[src/rtl/trigger_pkg.sv]
// trigger_pkg: shared encodings for the oscilloscope trigger unit.
//   state_e : FSM state encodings, also driven out on the status port
//   mode_e  : acquisition modes (auto / normal / single)
//   edge_e  : trigger edge selection
package trigger_pkg;

  typedef enum logic [2:0] {
    S_IDLE      = 3'd0,
    S_PRE       = 3'd1,
    S_WAIT_TRIG = 3'd2,
    S_POST      = 3'd3,
    S_HOLD      = 3'd4
  } state_e;

  typedef enum logic [1:0] {
    MODE_AUTO   = 2'd0,
    MODE_NORMAL = 2'd1,
    MODE_SINGLE = 2'd2
  } mode_e;

  typedef enum logic {
    EDGE_RISE = 1'b0,
    EDGE_FALL = 1'b1
  } edge_e;

  // Encoding 3 has no mode of its own and behaves as normal.
  function automatic mode_e decode_mode(input logic [1:0] m);
    case (m)
      2'd0:    return MODE_AUTO;
      2'd2:    return MODE_SINGLE;
      default: return MODE_NORMAL;
    endcase
  endfunction

endpackage

[src/rtl/trigger_compare.sv]
// trigger_compare: hysteresis thresholds and per-sample arm/level decision.
//   i_data     : current ADC sample
//   i_level    : trigger threshold
//   i_hyst     : hysteresis band (8 bits)
//   i_edge_sel : 0 = rising, 1 = falling
//   o_arm      : sample lies beyond the hysteresis band (re-arms the trigger)
//   o_meet     : sample has reached the trigger level for the selected edge
module trigger_compare
  import trigger_pkg::*;
#(
  parameter int unsigned DW = 12
) (
  input  logic [DW-1:0] i_data,
  input  logic [DW-1:0] i_level,
  input  logic [7:0]    i_hyst,
  input  logic          i_edge_sel,
  output logic          o_arm,
  output logic          o_meet
);

  logic [DW:0]   w_hyst_ext;
  logic [DW:0]   w_hi_sum;
  logic [DW:0]   w_lo_diff;
  logic [DW-1:0] w_hi_th;
  logic [DW-1:0] w_lo_th;

  // One extra bit catches overflow of level+hyst and borrow of level-hyst,
  // so both thresholds clamp instead of wrapping.
  assign w_hyst_ext = {{(DW-7){1'b0}}, i_hyst};
  assign w_hi_sum   = {1'b0, i_level} + w_hyst_ext;
  assign w_lo_diff  = {1'b0, i_level} - w_hyst_ext;
  assign w_hi_th    = w_hi_sum[DW]  ? '1 : w_hi_sum[DW-1:0];
  assign w_lo_th    = w_lo_diff[DW] ? '0 : w_lo_diff[DW-1:0];

  always_comb begin
    o_arm  = 1'b0;
    o_meet = 1'b0;
    if (edge_e'(i_edge_sel) == EDGE_FALL) begin
      o_arm  = (i_data > w_hi_th);
      o_meet = (i_data <= i_level);
    end else begin
      o_arm  = (i_data < w_lo_th);
      o_meet = (i_data >= i_level);
    end
  end

endmodule

[src/rtl/trigger_unit.sv]
// trigger_unit: edge trigger controller for a pre/post-trigger capture buffer.
//   clock, reset        : system clock, asynchronous active-high reset
//   sampleEn            : valid-sample strobe; all counters step only on it
//   data, level, hyst   : sample, threshold, hysteresis band
//   edgeSel, mode       : edge select; auto/normal/single (3 = normal)
//   run, arm            : level enable; re-arm request in single mode
//   hold                : freeze request to the capture buffer (high only in HOLD)
//   trigPulse, autoFlag : one-cycle trigger pulse; last trigger was a timeout
//   state               : current FSM state
module trigger_unit
  import trigger_pkg::*;
#(
  parameter int unsigned DW           = 12,
  parameter int unsigned PRE_SAMPLES  = 320,
  parameter int unsigned POST_SAMPLES = 320,
  parameter int unsigned HOLDOFF      = 64,
  parameter int unsigned AUTO_TIMEOUT = 4096
) (
  input  logic          clock,
  input  logic          reset,
  input  logic          sampleEn,
  input  logic [DW-1:0] data,
  input  logic [DW-1:0] level,
  input  logic [7:0]    hyst,
  input  logic          edgeSel,
  input  logic [1:0]    mode,
  input  logic          run,
  input  logic          arm,
  output logic          hold,
  output logic          trigPulse,
  output logic          autoFlag,
  output logic [2:0]    state
);

  state_e      r_state;
  mode_e       r_mode;
  logic [31:0] r_cnt;
  logic        r_armed;
  logic        r_hold;
  logic        r_trig;
  logic        r_auto;

  logic        w_arm;
  logic        w_meet;
  logic        w_fire;

  trigger_compare #(.DW(DW)) u_cmp (
    .i_data     (data),
    .i_level    (level),
    .i_hyst     (hyst),
    .i_edge_sel (edgeSel),
    .o_arm      (w_arm),
    .o_meet     (w_meet)
  );

  // Only an arm recorded on an earlier sample qualifies, so a single sample
  // can never both arm and fire.
  assign w_fire = r_armed && w_meet;

  always_ff @(posedge clock or posedge reset) begin
    if (reset) begin
      r_state <= S_IDLE;
      r_mode  <= MODE_AUTO;
      r_cnt   <= '0;
      r_armed <= 1'b0;
      r_hold  <= 1'b0;
      r_trig  <= 1'b0;
      r_auto  <= 1'b0;
    end else begin
      r_trig <= 1'b0;
      if (!run) begin
        r_state <= S_IDLE;
        r_cnt   <= '0;
        r_armed <= 1'b0;
        r_hold  <= 1'b0;
      end else begin
        case (r_state)
          S_IDLE: begin
            r_state <= S_PRE;
            r_cnt   <= '0;
            r_armed <= 1'b0;
            r_mode  <= decode_mode(mode);
          end
          S_PRE: begin
            if (sampleEn) begin
              if (r_cnt == PRE_SAMPLES - 1) begin
                r_state <= S_WAIT_TRIG;
                r_cnt   <= '0;
              end else begin
                r_cnt <= r_cnt + 32'd1;
              end
            end
          end
          S_WAIT_TRIG: begin
            if (sampleEn) begin
              if (w_fire) begin
                r_state <= S_POST;
                r_cnt   <= '0;
                r_armed <= 1'b0;
                r_trig  <= 1'b1;
                r_auto  <= 1'b0;
              end else if (r_mode == MODE_AUTO && r_cnt == AUTO_TIMEOUT - 1) begin
                r_state <= S_POST;
                r_cnt   <= '0;
                r_armed <= 1'b0;
                r_trig  <= 1'b1;
                r_auto  <= 1'b1;
              end else begin
                r_cnt <= r_cnt + 32'd1;
                if (w_arm) r_armed <= 1'b1;
              end
            end
          end
          S_POST: begin
            if (sampleEn) begin
              if (r_cnt == POST_SAMPLES - 1) begin
                r_state <= S_HOLD;
                r_cnt   <= '0;
                r_hold  <= 1'b1;
              end else begin
                r_cnt <= r_cnt + 32'd1;
              end
            end
          end
          S_HOLD: begin
            // Single mode waits for arm regardless of sampleEn; the other
            // modes count out the holdoff period.
            if (r_mode == MODE_SINGLE) begin
              if (arm) begin
                r_state <= S_PRE;
                r_cnt   <= '0;
                r_armed <= 1'b0;
                r_hold  <= 1'b0;
                r_mode  <= decode_mode(mode);
              end
            end else if (sampleEn) begin
              if (r_cnt == HOLDOFF - 1) begin
                r_state <= S_PRE;
                r_cnt   <= '0;
                r_armed <= 1'b0;
                r_hold  <= 1'b0;
                r_mode  <= decode_mode(mode);
              end else begin
                r_cnt <= r_cnt + 32'd1;
              end
            end
          end
          default: begin
            r_state <= S_IDLE;
            r_cnt   <= '0;
            r_armed <= 1'b0;
            r_hold  <= 1'b0;
          end
        endcase
      end
    end
  end

  assign hold      = r_hold;
  assign trigPulse = r_trig;
  assign autoFlag  = r_auto;
  assign state     = r_state;

endmodule
[config.mk]
export PLATFORM = sky130hd
export DESIGN_NAME = trigger_unit
export DESIGN_NICKNAME = d
export VERILOG_FILES = /design/src/rtl/trigger_pkg.sv /design/src/rtl/trigger_compare.sv /design/src/rtl/trigger_unit.sv
export SDC_FILE = /design/constraint.sdc
export NUM_CORES = 1
export LEC_CHECK = 0
export BUFFER_PORTS_ARGS = -buffer_cell sky130_fd_sc_hd__clkbuf_2
export CAP_MARGIN = 10
export CORE_ASPECT_RATIO = 0.8
export CORE_MARGIN = 10
export CORE_UTILIZATION = 60
export CTS_BUF_LIST = sky130_fd_sc_hd__clkbuf_4 sky130_fd_sc_hd__clkbuf_8 sky130_fd_sc_hd__clkbuf_16
export DETAILED_ROUTE_END_ITERATION = 16
export GPL_ROUTABILITY_DRIVEN = 0
export GPL_TIMING_DRIVEN = 0
export PLACE_DENSITY_LB_ADDON = 0.1
export SLEW_MARGIN = 20
export SYNTH_ARGS = -nofsm -noshare
export SYNTH_HDL_FRONTEND = slang
export SYNTH_SLANG_ARGS = --single-unit
[constraint.sdc]
create_clock -name clock -period 3.48 [get_ports clock]
set_input_delay 0.174 -clock clock [delete_from_list [all_inputs] [get_ports clock]]
set_output_delay 0.174 -clock clock [all_outputs]
set_load 0.01 [all_outputs]
; ---- Word-level counts from Yosys, hierarchy flattened
; Index checks and enable logic that the tools add are counted.
[op_classes]
eq_ne = 25
add_sub_neg = 3
shift = 0
n_lt_le_gt_ge = 4
div = 0
n_mul = 0
reduce_logical = 15
bitwise_logic = 0
mux = 55
[ops]
columns = operator, n
row1 = $mux 32, 10
row2 = $pmux 32 s3, 1
row3 = $mux 3, 12
row4 = $add 32x1->32 const B, 1
row5 = $eq 32x12->1 const B, 1
row6 = $eq 32x6->1 const B, 1
row7 = $eq 32x9->1 const B, 1
row8 = $ne 3x3->1 const B, 9
row9 = $mux 12, 2
row10 = $mux 1, 21
row11 = $ne 4x4->1 const B, 4
row12 = $pmux 3 s5, 1
row13 = $add 12x8->13, 1
row14 = $sub 12x8->13, 1
row15 = $ge 12x12->1, 1
row16 = $gt 12x12->1, 1
row17 = $le 12x12->1, 1
row18 = $lt 12x12->1, 1
row19 = $reduce_and 6->1, 2
row20 = $reduce_and 9->1, 1
row21 = $mux 2, 4
row22 = $pmux 2 s2, 2
row23 = $reduce_and 4->1, 2
row24 = $eq 3x2->1 const B, 2
row25 = other kinds (13), 19
[word_totals]
ff_bits = 41
latch_bits = 0
mem_bits_rw = 0
input_bits = 40
wordCells = 109
memories = 0
romBits = 0

; ---- Depth between registers and ports, before layout
; Gate-level depths: netlist of the first run.
[depth]
word_depth = 10
ltp_mapped = 20
mapped_depth_nobuf = 19

; ---- Modules after synthesis
; Synthesis of the first run repeated with hierarchy kept, for this count alone.
[unflattened]
cells_unflattened = 556
area_unflattened_um2 = 4386.7
[by_module_without_submodules]
columns = module, cells_each, area_per_inst_um2, instances
row1 = trigger_unit, 308, 2622.5, 1
row2 = trigger_compare, 248, 1764.2, 1

; ---- Worst setup path before layout of the first run
; Ideal clock, no wire load.
[synth_timing]
path_kind = input to register
start = in hyst[2]
end = reg r_armed
n_path_buf = 0
stages = 18
t_arrival_ns = 3.563
path_slack_ns = -0.194
path_cell_list = inv_1 -> ha_1 -> nor2b_1 -> o21ai_0 -> a21oi_1 -> o41a_1 -> nor2_1 -> nand2_1 -> nand2_1 -> ha_1 -> a21oi_1 -> nor2_1 -> a2111oi_0 -> nor3_1 -> a2111oi_0 -> nor4b_1 -> a2111oi_0 -> o41ai_1
[synth_via]
elab_chain_len = 6
[synth_lines]
columns = element, line
row1 = "start, declared", trigger_unit.sv:24  ; input logic [7:0] hyst,
row2 = $sub 12x8->13 / $add 12x8->13 (equally long branches), "trigger_compare.sv:31, trigger_compare.sv:30"
row3 = "$mux 12, on equally long branches", "trigger_compare.sv:33, trigger_compare.sv:32"
row4 = $lt 12x12->1 / $gt 12x12->1 (equally long branches), "trigger_compare.sv:42, trigger_compare.sv:39"
row5 = $mux 1 (*), trigger_compare.sv:38  ; if (edge_e'(i_edge_sel) == EDGE_FALL) begin
row6 = $ne 5x4->1 (no line) (*), --
row7 = $reduce_and 6->1 (no line) (*), --
row8 = "end signal, assigned", trigger_unit.sv:65  ; r_armed <= 1'b0;
row9 = "end signal, assigned", trigger_unit.sv:74  ; r_armed <= 1'b0;
row10 = "end signal, assigned", trigger_unit.sv:81  ; r_armed <= 1'b0;
row11 = "end, declared", trigger_unit.sv:38  ; logic r_armed;
; Every way passes the cells marked *; elsewhere a longest branch is shown, timed or not.
; A chain may end at the register's enable or synchronous reset.

; ---- Worst setup path after layout of the first run
[layout_timing]
start = in level[2]
end = reg r_armed
[layout_via]
elab_chain_len = 7
[layout_lines]
columns = element, line
row1 = "start, declared", trigger_unit.sv:23  ; input logic [DW-1:0] level,
row2 = branches (longest 7 deep; another with $sub 12x8->13), --
row3 = "end signal, assigned", trigger_unit.sv:74
row4 = "end signal, assigned", trigger_unit.sv:81
row5 = "end signal, assigned", trigger_unit.sv:99  ; r_armed <= 1'b0;
; Parallel ways; which one is timed is not known. The select of a mux whose other input is x is not followed.

==> flow_metrics.tcl, run 1 <==
set metrics [dict create \
    finalSetupViolations 1 \
    fin_skew_ns 0.00400 \
    min_period_ns 3.70 \
    synthCells 513 \
    final_common_cell "nand2_1" \
    cts_tree "yes" \
    crit_arrival_ns 3.86 \
    num_rows 26 \
    overflow 0 \
    die-area_mm2 0.0106 \
    crit_fanout 6 \
    clkTransAtPathRegs_ns 0.08 \
    vias 4391 \
    ant_nets 0 \
    nNetsFinal 684 \
    clk_latency_ns 0.30 \
    max_slew_margin 0.348 \
    crit_required_ns 3.65 \
    ys_seq_area_frac 0.251 \
    drv_slew 0 \
    first_pass_iters 5 \
    grt_use_total 0.210 \
    diodes 0 \
    rsz0062_at_grt "true" \
    power_density_mw_per_mm2 335 \
    yosys_most_used_dff "dfrtp_1" \
    clk_path_buf_depth 2 \
    drtIter0Drc 419 \
    layout-drive-gt1-share 0.232 \
    die_y_um 93.9 \
    drt-total-wl_mm 12.0 \
    remaining_drc_errors 0 \
    end_kind "register" \
    worst-slew-pin-transition_ns 0.970 \
    dpl.hpwl_mm 8.61 \
    syn_area_mm2 0.00410 \
    grt_pass1_wl_mm 18.8 \
    wl_per_cell_um 17.8 \
    fin_ws_ns -0.215 \
    antenna_found_initial 0 \
    start_kind "input port" \
    post_synth_num_cell_types 65 \
    port_buffers 44 \
    yosys_warnings 0 \
    grt_pass1_vias 3963 \
    total_power_mw 1.67 \
    grt_max_degree 31 \
    finalCoreUtilization 0.766 \
    core_mm2 0.00651 \
    rr_worst_depth 9 \
    hp-class "in -> reg" \
    cts_made_buffers 5 \
    start_util 0.629 \
    cts_root_buf "clkbuf_8" \
    fin_crit_sh 1.06 \
    whs_ns 0.115 \
    syn_nets 607 \
    peakVddDrop_mv 0.286 \
    violations "setup timing" \
    syn_avg_cell_area_um2 7.98 \
    via_per_inst 6.51 \
    hold_viol 0 \
    synth_enable_flop_cells 0 \
    htree_levels 2 \
    cts_sinks 41 \
    fmax_mhz 271 \
    layout_common_cells "nand2_1, ha_1, nand3_1" \
    dp_slack_ns -0.786 \
    ios 46 \
    synth-async-reset-ratio 1.00 \
    maxCapViolations 0 \
    yosys_register_bits 41 \
    status "complete, but fails checks" \
    holdPathStages 2 \
    area.growth.synth_to_final_pct 21.7 \
    leakagePower_nw 2.25 \
    die_x_um 112 \
    crit_type "in -> reg" \
]
==> kinds of logic (layout without fill, tap and decap cells) <==
family,Yosys count,after routing,share of synthesized area
AND/OR/NAND/NOR,225,225,0.283
AO/OA/AOI/OAI,132,132,0.225
adder cells (fa/ha/maj),54,54,0.169
buffers and inverters,51,129,0.0510
flip-flops,41,41,0.251
XOR/XNOR,8,8,0.0171
multiplexers,2,2,0.00519
==> Yosys cell counts, drive strengths merged (3+ instances only) <==
library cell	instances	area [µm²]
o311ai	16	140
and3	3	18.8
o21bai	5	37.5
o31a	3	26.3
a31oi	4	25.0
nor2b	8	50.1
nor3	18	95.1
nand3	44	220
xnor2	5	43.8
a21o	10	75.1
dfrtp	41	1030
o21ai	26	130
o31ai	4	43.8
clkbuf	10	38.8
nor2	34	130
or3	8	50.1
nand2b	6	37.5
a2111oi	4	35.0
ha	52	651
nor3b	3	27.5
nor4	9	56.3
and4	3	26.3
nand4	19	119
o21a	4	30.0
buf	6	38.8
inv	35	131
o211ai	3	22.5
nand2	59	221
a211oi	4	35.0
xor2	3	26.3
a21oi	32	164
==> registers in the layout (all words and copies together) (netlist names) <==
name	cells
r_armed	1
trigPulse	1
r_cnt	32
hold	1
state	3
autoFlag	1
r_mode	2
==> layout make-up <==
type / count / area [µm²]
Buffer: 14 / 70.1
Tap cell: 84 / 105
Inverter: 35 / 136
Clock inverter: 2 / 10.0
Fill cell: 469 / 1520
Sequential cell: 41 / 1030
Timing Repair Buffer: 72 / 460
Clock buffer: 6 / 76.3
Multi-Input combinational cell: 421 / 3100
==> path summary, 6_finish.rpt <==
kind / from / end / slack (ns)
setup / recovery: level[2] / r_armed / -0.22
hold / removal: mode[0] / r_mode[0] / 0.12
setup reg to reg: r_cnt[16] / r_cnt[29] / 0.51
hold reg to reg: hold / hold / 0.54
max in group asynchronous: reset / hold / 2.70
min in group asynchronous: reset / r_cnt[18] / 0.34
==> per-stage QoR <==
stage	cells	TNS [ns]	area [µm²]
floorplan	513	0	4160
global placement	641	-0.722	4480
detailed placement	642	-0.786	4500
CTS	668	0	4860
global route	675	-0.311	4980
finish	675	-0.215	4980
==> report_power, final <==
part | internal (mW) | switching [mW] | leakage, nW
combinational | 0.334 | 0.480 | 1.63
sequential | 0.507 | 0.0274 | 0.567
clock | 0.147 | 0.173 | 0.0484
==> worst max-delay path: stages <==
cell	delay (ns)
buf_4	0.13
ha_4	0.26
nand2b_1	0.18
a21oi_2	0.20
o21bai_2	0.11
buf_4	0.14
buf_4	0.12
buf_4	0.12
buf_4	0.13
buf_4	0.13
buf_4	0.13
buf_4	0.13
buf_4	0.12
buf_4	0.13
a21oi_2	0.17
ha_1	0.28
nand4_1	0.16
a21oi_2	0.08
a2111oi_2	0.24
o21ai_1	0.10
o311a_1	0.15
a2111oi_4	0.37
o41ai_2	0.11
==> what timing repair did <==
item | 4_1_cts | 5_1_grt
resized for setup | 28 | 19
endpoints found under the setup margin | 1 | 1
setup buffers | 18 | 8
endpoints found under the hold margin | 11 | 0
hold buffers | 1 | 0
pin swaps | 19 | 24
==> per-layer routing <==
layer  track usage  part of all wire
met2         0.313              0.43
met4        0.0475             0.020
met3        0.0409             0.079
met5             0                 0
met1         0.304              0.47
Power figures use the tool's default switching activity.
==> run 2: changes to the inputs <==
Settings changed: HOLD_SLACK_MARGIN from default to 0.12.
==> flow_metrics.tcl, run 2 (synthesis gave the netlist of run 1 again) <==
set metrics [dict create \
    finalCoreUtilization 0.767 \
    largest_reg_flops 32 \
    drt-total-wl_mm 12.0 \
    vias 4366 \
    crit_arrival_ns 3.89 \
    num_rows 26 \
    dpl.hpwl_mm 8.61 \
    hp-class "in -> reg" \
    drv_slew 0 \
    grt_use_total 0.210 \
    first_pass_iters 6 \
    core_mm2 0.00651 \
    fin_crit_sh 1.07 \
    top_register "r_cnt" \
    status "complete, but fails checks" \
    peakVddDrop_mv 0.287 \
    fin_skew_ns 0.00580 \
    max_slew_margin 0.359 \
    cts_made_buffers 5 \
    fin_ws_ns -0.243 \
    grt_pass1_vias 3969 \
    via_per_inst 6.46 \
    clk_latency_ns 0.30 \
    cts_tree "yes" \
    nNetsFinal 685 \
    finalSetupViolations 1 \
    diodes 0 \
    drtIter0Drc 485 \
    layout-drive-gt1-share 0.231 \
    leakagePower_nw 2.25 \
    cts_sinks 41 \
    whs_ns 0.122 \
    min_period_ns 3.72 \
    port_buffers 44 \
    overflow 0 \
    maxCapViolations 0 \
    area.growth.synth_to_final_pct 21.9 \
    crit_required_ns 3.64 \
    clkTransAtPathRegs_ns 0.08 \
    grt_max_degree 31 \
    start_kind "input port" \
    wl_per_cell_um 17.7 \
    ant_nets 0 \
    worst-slew-pin-transition_ns 0.954 \
    violations "setup timing" \
    hold_viol 0 \
    clk_path_buf_depth 2 \
    htree_levels 2 \
    fmax_mhz 269 \
    rsz0062_at_grt "true" \
    layout_common_cells "nand2_1, ha_1, nand3_1" \
    grt_pass1_wl_mm 18.9 \
    final_common_cell "nand2_1" \
    crit_fanout 6 \
    antenna_found_initial 0 \
    ios 46 \
    postPlaceCellArea_mm2 0.00450 \
    cts_root_buf "clkbuf_8" \
    die-area_mm2 0.0106 \
    power_density_mw_per_mm2 334 \
    remaining_drc_errors 0 \
    die_y_um 93.9 \
    crit_type "in -> reg" \
    start_util 0.629 \
    die_x_um 112 \
    final_area_mm2 0.00499 \
    total_power_mw 1.67 \
    end_kind "register" \
]
==> run 2: layout make-up <==
class	count	area, µm²
Buffer	14	70.1
Clock buffer	6	76.3
Clock inverter	2	10.0
Fill cell	468	1510
Inverter	35	136
Multi-Input combinational cell	421	3100
Sequential cell	41	1030
Tap cell	84	105
Timing Repair Buffer	73	470
==> run 2: metal layers <==
layer | global-route usage | vias to the layer above | share of wire
li1 | - | 2084 | -
met1 | 0.304 | 2048 | 0.47
met2 | 0.314 | 203 | 0.43
met3 | 0.0409 | 31 | 0.078
met4 | 0.0475 | 0 | 0.021
met5 | 0 | - | 0
==> run 2: power breakdown <==
group	internal, mW	switching (mW)	leakage [nW]
Clock	0.147	0.172	0.0484
Sequential	0.507	0.0274	0.567
Combinational	0.335	0.478	1.64
Total	0.989	0.678	2.25
==> run 2: final timing paths <==
path	slack (ns)	start	depth (start not counted)	endpoint
max reg2reg	0.50	r_cnt[16]	9	r_cnt[29]
min reg2reg	0.54	hold	2	hold
max	-0.24	level[2]	23	r_armed
min in group asynchronous	0.34	reset	3	r_cnt[18]
max in group asynchronous	2.70	reset	4	r_mode[1]
min	0.12	mode[1]	3	r_mode[1]
==> run 2: worst max-delay path, cell delays in order <==
cell and delay [ns]:
buf_4 0.13, ha_4 0.26, nand2b_1 0.18, a21oi_2 0.20, o21bai_2 0.11, buf_4 0.14
buf_4 0.12, buf_4 0.12, buf_4 0.13, buf_4 0.12, buf_4 0.13, buf_4 0.12
buf_4 0.12, buf_4 0.13, a21oi_2 0.17, ha_1 0.29, nand4_1 0.17, a21oi_2 0.08
a2111oi_2 0.24, o21ai_1 0.10, o311a_1 0.15, a2111oi_4 0.37, o41ai_2 0.11
==> run 2: stage by stage <==
stage | setup WS [ns] | cells | setup TNS, ns
floorplan | 0.000194 | 513 | 0
global placement | -0.722 | 641 | -0.722
detailed placement | -0.786 | 642 | -0.786
CTS | 0.000909 | 669 | 0
global route | -0.311 | 676 | -0.311
finish | -0.243 | 676 | -0.243
==> run 2: what timing repair did <==
| action | 4_1_cts | 5_1_grt |
|---|---|---|
| buffers inserted | 18 | 8 |
| gates resized for setup | 28 | 19 |
| endpoints found under the setup margin | 1 | 1 |
| hold buffers | 2 | 0 |
| endpoints found under the hold margin | 42 | 0 |
| pin swaps | 19 | 24 |
